--- config.mk ---
export PLATFORM = sky130hd
export DESIGN_NAME = apsk_frame_scheduler
export DESIGN_NICKNAME = d
export VERILOG_FILES = /design/src/rtl/apsk_frame_scheduler.sv
export SDC_FILE = /design/constraint.sdc
export NUM_CORES = 1
export LEC_CHECK = 0
export CAP_MARGIN = 20
export CORE_MARGIN = 2
export CORE_UTILIZATION = 50
export CTS_BUF_LIST = sky130_fd_sc_hd__clkbuf_4
export CTS_CLUSTER_SIZE = 14
export DETAILED_ROUTE_END_ITERATION = 10
export DONT_BUFFER_PORTS = 1
export HOLD_SLACK_MARGIN = 0.03
export PLACE_DENSITY_LB_ADDON = 0.2
export RECOVER_POWER = 50
export REMOVE_ABC_BUFFERS = 1
export SLEW_MARGIN = 40
export SYNTH_ARGS = -nofsm -noshare
export SYNTH_HDL_FRONTEND = slang
export SYNTH_SLANG_ARGS = --single-unit
export TNS_END_PERCENT = 10
--- constraint.sdc ---
create_clock -name aclk -period 2.4 [get_ports aclk]
set_input_delay 0.36 -clock aclk [delete_from_list [all_inputs] [get_ports aclk]]
set_output_delay 0.36 -clock aclk [all_outputs]
set_load 0.01 [all_outputs]
--- src/rtl/apsk_frame_scheduler.sv ---
// Per-frame sequencer for the APSK modulator: a fixed-length header packet, then a payload
// packet. Modulator controls are only retargeted while the modulator is drained.
module apsk_frame_scheduler #(
  parameter int unsigned DATA_WIDTH            = 32,
  parameter int unsigned HEADER_WORDS          = 3,
  parameter int unsigned HEADER_BPS            = 1,
  parameter int unsigned BITS_PER_SYMBOL_WIDTH = 4,
  parameter int unsigned LENGTH_WIDTH          = 16
) (
  input  logic                             aclk,
  input  logic                             reset,
  input  logic [31:0]                      descriptor_tdata,
  input  logic                             descriptor_tvalid,
  output logic                             descriptor_tready,
  input  logic [DATA_WIDTH-1:0]            header_in_tdata,
  input  logic                             header_in_tvalid,
  output logic                             header_in_tready,
  input  logic [DATA_WIDTH-1:0]            payload_in_tdata,
  input  logic                             payload_in_tlast,
  input  logic                             payload_in_tvalid,
  output logic                             payload_in_tready,
  output logic [DATA_WIDTH-1:0]            mod_tdata,
  output logic                             mod_tlast,
  output logic                             mod_tvalid,
  input  logic                             mod_tready,
  input  logic                             mod_done,
  output logic [BITS_PER_SYMBOL_WIDTH-1:0] bits_per_symbol,
  output logic                             offset_symbol_enable,
  output logic                             busy,
  output logic                             err_short,
  output logic                             err_long,
  output logic                             err_desc,
  output logic [15:0]                      frame_count
);
  localparam int unsigned HDR_CNT_W = 8;
  localparam int unsigned BPSW      = BITS_PER_SYMBOL_WIDTH;
  localparam logic [BPSW-1:0]      HDR_BPS  = BPSW'(HEADER_BPS);
  localparam logic [HDR_CNT_W-1:0] HDR_LAST = HDR_CNT_W'(HEADER_WORDS - 1);

  typedef enum logic [2:0] {
    IDLE, HEADER, WAIT_HDR, PAYLOAD, DISCARD, WAIT_PAY
  } state_t;

  state_t                  state_q, state_d;
  logic [HDR_CNT_W-1:0]    hdr_cnt_q, hdr_cnt_d;
  logic [LENGTH_WIDTH-1:0] pay_cnt_q, pay_cnt_d;
  logic [LENGTH_WIDTH-1:0] len_q, len_d;
  logic [BPSW-1:0]         pbps_q, pbps_d;
  logic                    pofs_q, pofs_d;
  logic [BPSW-1:0]         bps_q, bps_d;
  logic                    ofs_q, ofs_d;
  logic                    err_short_q, err_short_d;
  logic                    err_long_q, err_long_d;
  logic                    err_desc_q, err_desc_d;
  logic [15:0]             frame_count_q, frame_count_d;
  logic                    done_flag_q, done_flag_d;

  logic [3:0]  desc_bps;
  logic        desc_ofs;
  logic [15:0] desc_len;
  logic        desc_bad;
  logic        pay_at_len;
  logic        unused_desc_bits;

  assign desc_bps   = descriptor_tdata[27:24];
  assign desc_ofs   = descriptor_tdata[20];
  assign desc_len   = descriptor_tdata[15:0];
  assign desc_bad   = (desc_bps == 4'd0) || (desc_bps > 4'd8) || (desc_len == 16'd0);
  assign pay_at_len = (pay_cnt_q == (len_q - LENGTH_WIDTH'(1)));
  assign unused_desc_bits = ^{descriptor_tdata[31:28], descriptor_tdata[23:21],
                              descriptor_tdata[19:16]};

  // Next-state and zero-latency stream steering
  always_comb begin
    state_d           = state_q;
    hdr_cnt_d         = hdr_cnt_q;
    pay_cnt_d         = pay_cnt_q;
    len_d             = len_q;
    pbps_d            = pbps_q;
    pofs_d            = pofs_q;
    bps_d             = bps_q;
    ofs_d             = ofs_q;
    err_short_d       = err_short_q;
    err_long_d        = err_long_q;
    err_desc_d        = err_desc_q;
    frame_count_d     = frame_count_q;
    done_flag_d       = done_flag_q;
    descriptor_tready = 1'b0;
    header_in_tready  = 1'b0;
    payload_in_tready = 1'b0;
    mod_tdata         = '0;
    mod_tlast         = 1'b0;
    mod_tvalid        = 1'b0;

    case (state_q)
      IDLE: begin
        descriptor_tready = 1'b1;
        if (descriptor_tvalid) begin
          if (desc_bad) begin
            err_desc_d = 1'b1;
          end else begin
            pbps_d    = BPSW'(desc_bps);
            pofs_d    = desc_ofs;
            len_d     = LENGTH_WIDTH'(desc_len);
            bps_d     = HDR_BPS;
            ofs_d     = 1'b0;
            hdr_cnt_d = '0;
            state_d   = HEADER;
          end
        end
      end
      HEADER: begin
        mod_tdata        = header_in_tdata;
        mod_tvalid       = header_in_tvalid;
        mod_tlast        = (hdr_cnt_q == HDR_LAST);
        header_in_tready = mod_tready;
        if (header_in_tvalid && mod_tready) begin
          hdr_cnt_d = hdr_cnt_q + HDR_CNT_W'(1);
          if (hdr_cnt_q == HDR_LAST) begin
            state_d = WAIT_HDR;
          end
        end
      end
      WAIT_HDR: begin
        if (mod_done) begin
          bps_d     = pbps_q;
          ofs_d     = pofs_q;
          pay_cnt_d = '0;
          state_d   = PAYLOAD;
        end
      end
      PAYLOAD: begin
        mod_tdata         = payload_in_tdata;
        mod_tvalid        = payload_in_tvalid;
        mod_tlast         = payload_in_tlast || pay_at_len;
        payload_in_tready = mod_tready;
        if (payload_in_tvalid && mod_tready) begin
          pay_cnt_d = pay_cnt_q + LENGTH_WIDTH'(1);
          if (pay_at_len) begin
            if (!payload_in_tlast) begin
              err_long_d = 1'b1;
              state_d    = DISCARD;
            end else begin
              state_d = WAIT_PAY;
            end
          end else if (payload_in_tlast) begin
            err_short_d = 1'b1;
            state_d     = WAIT_PAY;
          end
        end
      end
      DISCARD: begin
        // The modulator may finish the truncated segment before the source ends its packet
        payload_in_tready = 1'b1;
        if (mod_done) begin
          done_flag_d = 1'b1;
        end
        if (payload_in_tvalid && payload_in_tlast) begin
          state_d = WAIT_PAY;
        end
      end
      WAIT_PAY: begin
        if (mod_done || done_flag_q) begin
          frame_count_d = frame_count_q + 16'd1;
          bps_d         = HDR_BPS;
          ofs_d         = 1'b0;
          done_flag_d   = 1'b0;
          state_d       = IDLE;
        end
      end
      default: state_d = IDLE;
    endcase

    if (reset) begin
      descriptor_tready = 1'b0;
      header_in_tready  = 1'b0;
      payload_in_tready = 1'b0;
      mod_tvalid        = 1'b0;
    end
  end

  // State and control registers
  always_ff @(posedge aclk) begin
    if (reset) begin
      state_q       <= IDLE;
      hdr_cnt_q     <= '0;
      pay_cnt_q     <= '0;
      len_q         <= '0;
      pbps_q        <= '0;
      pofs_q        <= 1'b0;
      bps_q         <= HDR_BPS;
      ofs_q         <= 1'b0;
      err_short_q   <= 1'b0;
      err_long_q    <= 1'b0;
      err_desc_q    <= 1'b0;
      frame_count_q <= '0;
      done_flag_q   <= 1'b0;
    end else begin
      state_q       <= state_d;
      hdr_cnt_q     <= hdr_cnt_d;
      pay_cnt_q     <= pay_cnt_d;
      len_q         <= len_d;
      pbps_q        <= pbps_d;
      pofs_q        <= pofs_d;
      bps_q         <= bps_d;
      ofs_q         <= ofs_d;
      err_short_q   <= err_short_d;
      err_long_q    <= err_long_d;
      err_desc_q    <= err_desc_d;
      frame_count_q <= frame_count_d;
      done_flag_q   <= done_flag_d;
    end
  end

  assign bits_per_symbol      = bps_q;
  assign offset_symbol_enable = ofs_q;
  assign busy                 = (state_q != IDLE);
  assign err_short            = err_short_q;
  assign err_long             = err_long_q;
  assign err_desc             = err_desc_q;
  assign frame_count          = frame_count_q;

endmodule
==> results of run 1 <==
## final timing paths
kind / start / to / cells after the start
min reg2reg: pbps_q[2] / bits_per_symbol[2] / 2
max reg2reg: len_q[1] / state_q[0] / 11
max: len_q[1] / mod_tlast / 11
min: descriptor_tdata[25] / pbps_q[1] / 2
## sequential cells by signal (all words and copies together) (netlist names)
name / count
hdr_cnt_q: 8
err_short: 1
pbps_q: 4
offset_symbol_enable: 1
frame_count: 16
err_desc: 1
state_q: 3
len_q: 16
pofs_q: 1
bits_per_symbol: 4
done_flag_q: 1
pay_cnt_q: 16
err_long: 1
## kinds of logic (layout without fill, tap and decap cells)
logic type / count (synthesis) / after routing
simple gates: 213 / 213
compound gates: 95 / 95
flops: 73 / 73
xor+xnor: 51 / 51
buf+inv: 37 / 90
mux: 22 / 22
fa+ha+maj: 5 / 5
other cells: 0 / 2
## layout make-up
class | instances | area (sq um)
antenna | 2 | 5.00
clock buffer | 9 | 67.6
clock inverter | 7 | 83.8
fill | 720 | 3180
inverter | 12 | 45.0
multi-input combinational | 386 | 2710
sequential | 73 | 1470
tap | 105 | 131
timing repair buffer | 62 | 485
## per-stage QoR
stage                     TNS (ns)  setup WS (ns)  power, W  hold WS [ns]
final                        -9.28         -0.817   0.00339        0.0464
after detailed placement     -1.04         -0.544   0.00242         0.438
after CTS                   -0.928         -0.790   0.00332        0.0325
after global placement      -0.769         -0.494   0.00240         0.436
after floorplan              -5.09         -0.300   0.00207         0.429
after global routing        -15.23         -0.932   0.00357        0.0415
## power by group
part / total (W) / internal (W) / switching (W)
combinational: 0.00121 / 0.000544 / 0.000671
clock: 0.000860 / 0.000337 / 0.000523
sequential: 0.00132 / 0.00126 / 0.0000584
## cell usage after synthesis (2+ instances only)
cell type	n	area share
sky130_fd_sc_hd__a211oi_1	2	0.0036
sky130_fd_sc_hd__a21o_1	5	0.0090
sky130_fd_sc_hd__a21oi_1	17	0.020
sky130_fd_sc_hd__a22o_1	34	0.071
sky130_fd_sc_hd__a22oi_1	3	0.0054
sky130_fd_sc_hd__a31oi_1	7	0.010
sky130_fd_sc_hd__and2_1	2	0.0030
sky130_fd_sc_hd__and3_1	8	0.012
sky130_fd_sc_hd__and3b_1	3	0.0063
sky130_fd_sc_hd__and4_1	2	0.0042
sky130_fd_sc_hd__buf_1	3	0.0027
sky130_fd_sc_hd__buf_2	3	0.0036
sky130_fd_sc_hd__buf_6	2	0.0054
sky130_fd_sc_hd__clkbuf_1	14	0.013
sky130_fd_sc_hd__dfxtp_1	73	0.35
sky130_fd_sc_hd__ha_1	5	0.015
sky130_fd_sc_hd__inv_1	12	0.011
sky130_fd_sc_hd__mux2i_1	21	0.050
sky130_fd_sc_hd__nand2_1	26	0.023
sky130_fd_sc_hd__nand2b_1	9	0.013
sky130_fd_sc_hd__nand3_1	25	0.030
sky130_fd_sc_hd__nand4_1	12	0.018
sky130_fd_sc_hd__nor2_1	84	0.076
sky130_fd_sc_hd__nor2b_1	2	0.0030
sky130_fd_sc_hd__nor3_1	13	0.016
sky130_fd_sc_hd__nor4_1	9	0.013
sky130_fd_sc_hd__o21a_1	3	0.0054
sky130_fd_sc_hd__o21ai_0	8	0.0096
sky130_fd_sc_hd__o41ai_1	2	0.0042
sky130_fd_sc_hd__or3_1	3	0.0045
sky130_fd_sc_hd__or3_2	2	0.0036
sky130_fd_sc_hd__xnor2_1	27	0.057
sky130_fd_sc_hd__xor2_1	24	0.050
## per-layer routing
layer	vias to the layer above	part of all wire
li1	1888	-
met1	1887	0.41
met2	116	0.51
met3	24	0.058
met4	0	0.030
met5	-	0
## critical path, delay by kind of cell, from the launching register on
kind            cells  cell delay [ns]
simple gates        3             0.47
buf+inv             4             0.52
flops               1             0.35
compound gates      4             1.07
## timing repair
item | CTS | global route
gates cloned | 0 | 0
pin swaps | 7 | 9
buffers inserted | 3 | 4
hold endpoints to repair | 49 | 0
resized for setup | 19 | 28
endpoints found under the setup margin | 10 | 29
hold buffers | 2 | 0
==> impl_metrics.tcl, run 1 <==
set metrics [dict create \
    run_status "finished, violations left" \
    failed_checks "negative setup slack" \
    io_buffers 0 \
    initialDrtViolationCount 173 \
    min_period_over_period 1.34 \
    worst_hold_path_type "input pin to flip-flop" \
    dp_hpwl_mm 9.43 \
    mostFrequentLayoutCells "sky130_fd_sc_hd__nor2_1 (83), sky130_fd_sc_hd__dfxtp_1 (67), sky130_fd_sc_hd__buf_4 (46)" \
    setup_viol_count_final 38 \
    path_common_cell "sky130_fd_sc_hd__buf_6" \
    cts-root-to-sink-buffers 2 \
    detailroute.via_count 3915 \
    cellLeakagePower_nw 1.93 \
    synthMuxAreaShare 0.0530 \
    area_delta_synth_final_pct 19.7 \
    global_route.usage.total 0.284 \
    worst_path_max_delay_cell "sky130_fd_sc_hd__a2111oi_4" \
    dieWidth_um 95.4 \
    timing.clock.skew_ns 0.0200 \
    finalCoreUtilization 0.611 \
    clock_net_sink_count 73 \
    critPathCaptureType "primary output" \
    setup_ws_post_layout_ns -0.817 \
    initial_utilization 0.511 \
    synth_seq_area_share 0.350 \
    yosysWarnings 0 \
    final_design_area_no_fill_sq_um 5000 \
    data_required_critical_path_ns 2.04 \
    gr-max-usage-layer "met2" \
    die_h_um 95.4 \
    drt.antenna.violating_nets 0 \
    period_needed_ns 3.22 \
    first_global_vias 3758 \
    grt.met1_usage 0.328 \
    place.gp.congestion 0.840 \
    max_cap_violations 0 \
    synth_top_family_by_area "simple AND/OR/NAND/NOR gates" \
    die-area_sq_um 9100 \
    synth_edf_count 0 \
    grt_max_degree 50 \
    report.final.slew_viol_count 0 \
    finalNetCount 653 \
    synth_fa_ha_area_frac 0.0150 \
    netlist_instances 496 \
    synth_compound_gate_area_share 0.175 \
    post_route_cells_drive_above_1_share 0.206 \
    grt_setup_unrepaired "yes" \
    ys_async_sr_fraction 0 \
    drc_errors 0 \
    criticalPathCategory "flip-flop to primary output" \
    syn_area_per_cell_sq_um 8.42 \
    grt_antenna_before_repair 2 \
    timing.critical_path.fanout_max 5 \
    ctsRootBufferMaster "sky130_fd_sc_hd__clkbuf_4" \
    finalHoldViolations 0 \
    yosysUniqueCellTypes 64 \
    power.ir.vdd_worst_uv 428 \
    clk_transition_reported_paths_ns 0.15 \
    synth_ff_type "sky130_fd_sc_hd__dfxtp_1" \
    htree_levels 3 \
    firstDrtPassIters 4 \
    xor_xnor_share_of_the_synthesized_area 0.107 \
    regToRegSetupSlack_ns -0.16 \
    placed_cells 629 \
    coreArea_sq_um 8180 \
    grt_util_met2 0.485 \
    cpPeakStageDelay_ns 0.39 \
    worst_pin_slew_ns 0.807 \
    post_synth_design_cell_area_sq_um 4180 \
    cts_tree "done" \
    fmaxAchievable_ghz 0.311 \
    worst_skew_pair.late_latency_ns 0.45 \
    ordered_cell_list_for_the_critical_path "buf_6 > buf_6 > buf_6 > nor4b_4 > nand2_1 > a2111oi_4 > a311o_1 > nand2_1 > o41ai_2 > buf_4 > a22o_4" \
    placedInstanceArea_sq_um 4580 \
    groute.layer.met3.usage 0.0688 \
    timing.critical_path.from_type "flip-flop" \
    synthSimpleGateAreaFrac 0.258 \
    layout_commonest_cell "sky130_fd_sc_hd__nor2_1" \
    rows 33 \
    grt-ovfl-total 0 \
    pin_count 166 \
    crit_arrival_ns 2.86 \
    power_dens_cells_nw_per_um2 679 \
    wire_per_inst_um 19.3 \
    grt_first_pass_wirelength_mm 19.4 \
    avgViaCountPerCell 5.97 \
    instances_no_fill 656 \
    postSynthRegisterBits 73 \
    worst_slew_margin_rel 0.462 \
    routed_wire_length_mm 12.6 \
    num_cts_buffers 9 \
]
(Power assumes the default switching activity.)
==> run 2: changes to the inputs <==
--- a/config.mk
+++ b/config.mk
@@ -6,8 +6,10 @@
 export NUM_CORES = 1
 export LEC_CHECK = 0
 export CAP_MARGIN = 20
+export CELL_PAD_IN_SITES_DETAIL_PLACEMENT = 1
+export CELL_PAD_IN_SITES_GLOBAL_PLACEMENT = 2
 export CORE_MARGIN = 2
-export CORE_UTILIZATION = 50
+export CORE_UTILIZATION = 33
 export CTS_BUF_LIST = sky130_fd_sc_hd__clkbuf_4
 export CTS_CLUSTER_SIZE = 14
 export DETAILED_ROUTE_END_ITERATION = 10
@@ -20,4 +22,3 @@
 export SYNTH_ARGS = -nofsm -noshare
 export SYNTH_HDL_FRONTEND = slang
 export SYNTH_SLANG_ARGS = --single-unit
-export TNS_END_PERCENT = 10
==> run 2 against run 1 <==
The flow still finishes with violations (negative setup slack). Hold slack gained 0.021 ns. Critical path depth shrank 2. Routed wire length grew 7.9%. Global-route usage shrank 8.0 points. Sequential power is essentially flat. Flip-flop and latch count is the same. Clock power grew 34%. Combinational power grew 8%. Non-clock buffer count grew 34. Utilization shrank 17 points. Largest cell class unchanged. Largest power group unchanged.
==> impl_metrics.tcl, run 2 (synthesized netlist as in run 1, its figures left out) <==
set metrics [dict create \
    insertedDiodeCount 0 \
    ctsRootBufferMaster "sky130_fd_sc_hd__clkbuf_4" \
    finalHoldViolations 0 \
    dpl_worst_slack_ns -0.400 \
    criticalPathCategory "flip-flop to primary output" \
    period_needed_ns 3.20 \
    placedInstanceArea_sq_um 4730 \
    worst_pin_slew_ns 0.522 \
    initialDrtViolationCount 110 \
    grt_setup_unrepaired "yes" \
    final_design_area_no_fill_sq_um 5450 \
    dieWidth_um 116 \
    timing.clock.skew_ns 0.0196 \
    drc_errors 0 \
    worst-r2r-cell-count 12 \
    run_status "finished, violations left" \
    mostFrequentLayoutCells "sky130_fd_sc_hd__nor2_1 (80), sky130_fd_sc_hd__dfxtp_1 (69), sky130_fd_sc_hd__buf_4 (59)" \
    finalNetCount 687 \
    drt.antenna.violating_nets 0 \
    clock_net_sink_count 73 \
    routed_wire_length_mm 13.6 \
    initial_utilization 0.335 \
    rr_startpoint "len_q[1]" \
    timing.critical_path.from_type "flip-flop" \
    worst_slew_margin_rel 0.651 \
    global_route.usage.total 0.204 \
    seqPwrFrac 0.347 \
    worst_skew_pair.late_latency_ns 0.47 \
    first_global_vias 4096 \
    num_cts_buffers 9 \
    crit_arrival_ns 2.84 \
    timing.critical_path.fanout_max 4 \
    min_period_over_period 1.33 \
    holdPathEnd "err_short" \
    post_route_cells_drive_above_1_share 0.211 \
    place.gp.congestion 0.891 \
    firstDrtPassIters 4 \
    cts-root-to-sink-buffers 2 \
    grt_first_pass_wirelength_mm 21.1 \
    placed_cells 703 \
    layout_commonest_cell "sky130_fd_sc_hd__nor2_1" \
    cts_tree "done" \
    htree_levels 3 \
    min_path_cells 1 \
    power.ir.vdd_worst_uv 240 \
    rows 41 \
    clk_transition_reported_paths_ns 0.14 \
    grt_max_degree 51 \
    avgViaCountPerCell 5.30 \
    setup_total_negative_slack_ns -1.31 \
    max_cap_violations 0 \
    setup_ws_post_layout_ns -0.796 \
    regToRegSetupSlack_ns -0.20 \
    dp_hpwl_mm 10.1 \
    power_dens_cells_nw_per_um2 690 \
    grt-ovfl-total 0 \
    data_required_critical_path_ns 2.04 \
    power.switching_fraction 0.334 \
    area_delta_synth_final_pct 30.6 \
    power_switching_w 0.00126 \
    wire_per_inst_um 18.1 \
    worst_hold_path_type "input pin to flip-flop" \
    coreArea_sq_um 12500 \
    pin_count 166 \
    instances_no_fill 755 \
    detailroute.via_count 4003 \
    report.final.slew_viol_count 0 \
    critical_path.reg2reg.endpoint "state_q[0]" \
    die_h_um 116 \
    critPathCaptureType "primary output" \
    die-area_sq_um 13600 \
    cellLeakagePower_nw 2.11 \
    p_int_w 0.00250 \
    fmaxAchievable_ghz 0.313 \
    combPwrFrac 0.348 \
    grt_antenna_before_repair 0 \
    io_buffers 0 \
    setup_viol_count_final 4 \
    failed_checks "negative setup slack" \
    clkPwrFrac 0.305 \
    worstHoldStart "payload_in_tlast" \
]
[run 2: changes by cell type in the layout (fill, tap and decap cells not counted), sizes merged]
cell         delta
dlygate4sd3    +20
buf            +14
bufinv          +3
inv             -3
diode           -2
clkbuf          +1
clkinvlp        -1
[run 2: cell type report]
cell class | count | area (sq um)
fill | 1479 | 7010
tap | 172 | 215
clock buffer | 10 | 75.1
timing repair buffer | 96 | 811
multi-input combinational | 386 | 2700
sequential | 73 | 1470
clock inverter | 6 | 138
inverter | 12 | 45.0
[run 2: layer usage]
layer | wire [um] | up-vias | GRT usage
met3 | 771 | 24 | 0.0483
met2 | 7070 | 111 | 0.369
met4 | 267 | 0 | 0.0706
met5 | 0 | - | 0
met1 | 5530 | 1918 | 0.236
li1 | - | 1950 | -
[run 2: what timing repair did]
item / 4_1_cts / 5_1_grt
gates resized for setup: 22 / 19
endpoints found under the setup margin: 6 / 8
buffers inserted: 4 / 10
endpoints found under the hold margin: 51 / 0
pin swaps: 10 / 9
hold buffers: 22 / 0
[run 2: worst max-delay path, cell delays in order (launching register included)]
cell,delay (ns)
sky130_fd_sc_hd__dfxtp_2,0.35
sky130_fd_sc_hd__buf_6,0.12
sky130_fd_sc_hd__or4b_4,0.53
sky130_fd_sc_hd__or3b_1,0.36
sky130_fd_sc_hd__nand3_1,0.08
sky130_fd_sc_hd__a21o_1,0.12
sky130_fd_sc_hd__nand4_1,0.12
sky130_fd_sc_hd__o41ai_2,0.33
sky130_fd_sc_hd__buf_4,0.17
sky130_fd_sc_hd__a22o_1,0.18
[run 2: worst max path at each step]
| stage | start | endpoint |
|---|---|---|
| finish | len_q[1] | mod_tlast |
| CTS | len_q[1] | mod_tlast |
| floorplan | len_q[0] | mod_tlast |
| detailed placement | len_q[0] | mod_tlast |
| global route | len_q[3] | mod_tlast |
| global placement | len_q[0] | mod_tlast |
[run 2: power groups by stage]
| stage | logic (W) | clock network (W) | registers (W) |
|---|---|---|---|
| after floorplan | 0.000728 | 0 | 0.00134 |
| after global placement | 0.00111 | 0 | 0.00133 |
| after detailed placement | 0.00113 | 0 | 0.00133 |
| after CTS | 0.00127 | 0.00118 | 0.00131 |
| after global routing | 0.00142 | 0.00123 | 0.00131 |
| final | 0.00131 | 0.00115 | 0.00131 |
[run 2: metrics by stage]
step / utilization / hold slack, ns / power, W
final: 0.438 / 0.0672 / 0.00376
after global routing: 0.438 / 0.0388 / 0.00397
after CTS: 0.426 / 0.0358 / 0.00376
after detailed placement: 0.380 / 0.438 / 0.00246
after global placement: 0.380 / 0.437 / 0.00244
after floorplan: - / 0.429 / 0.00207
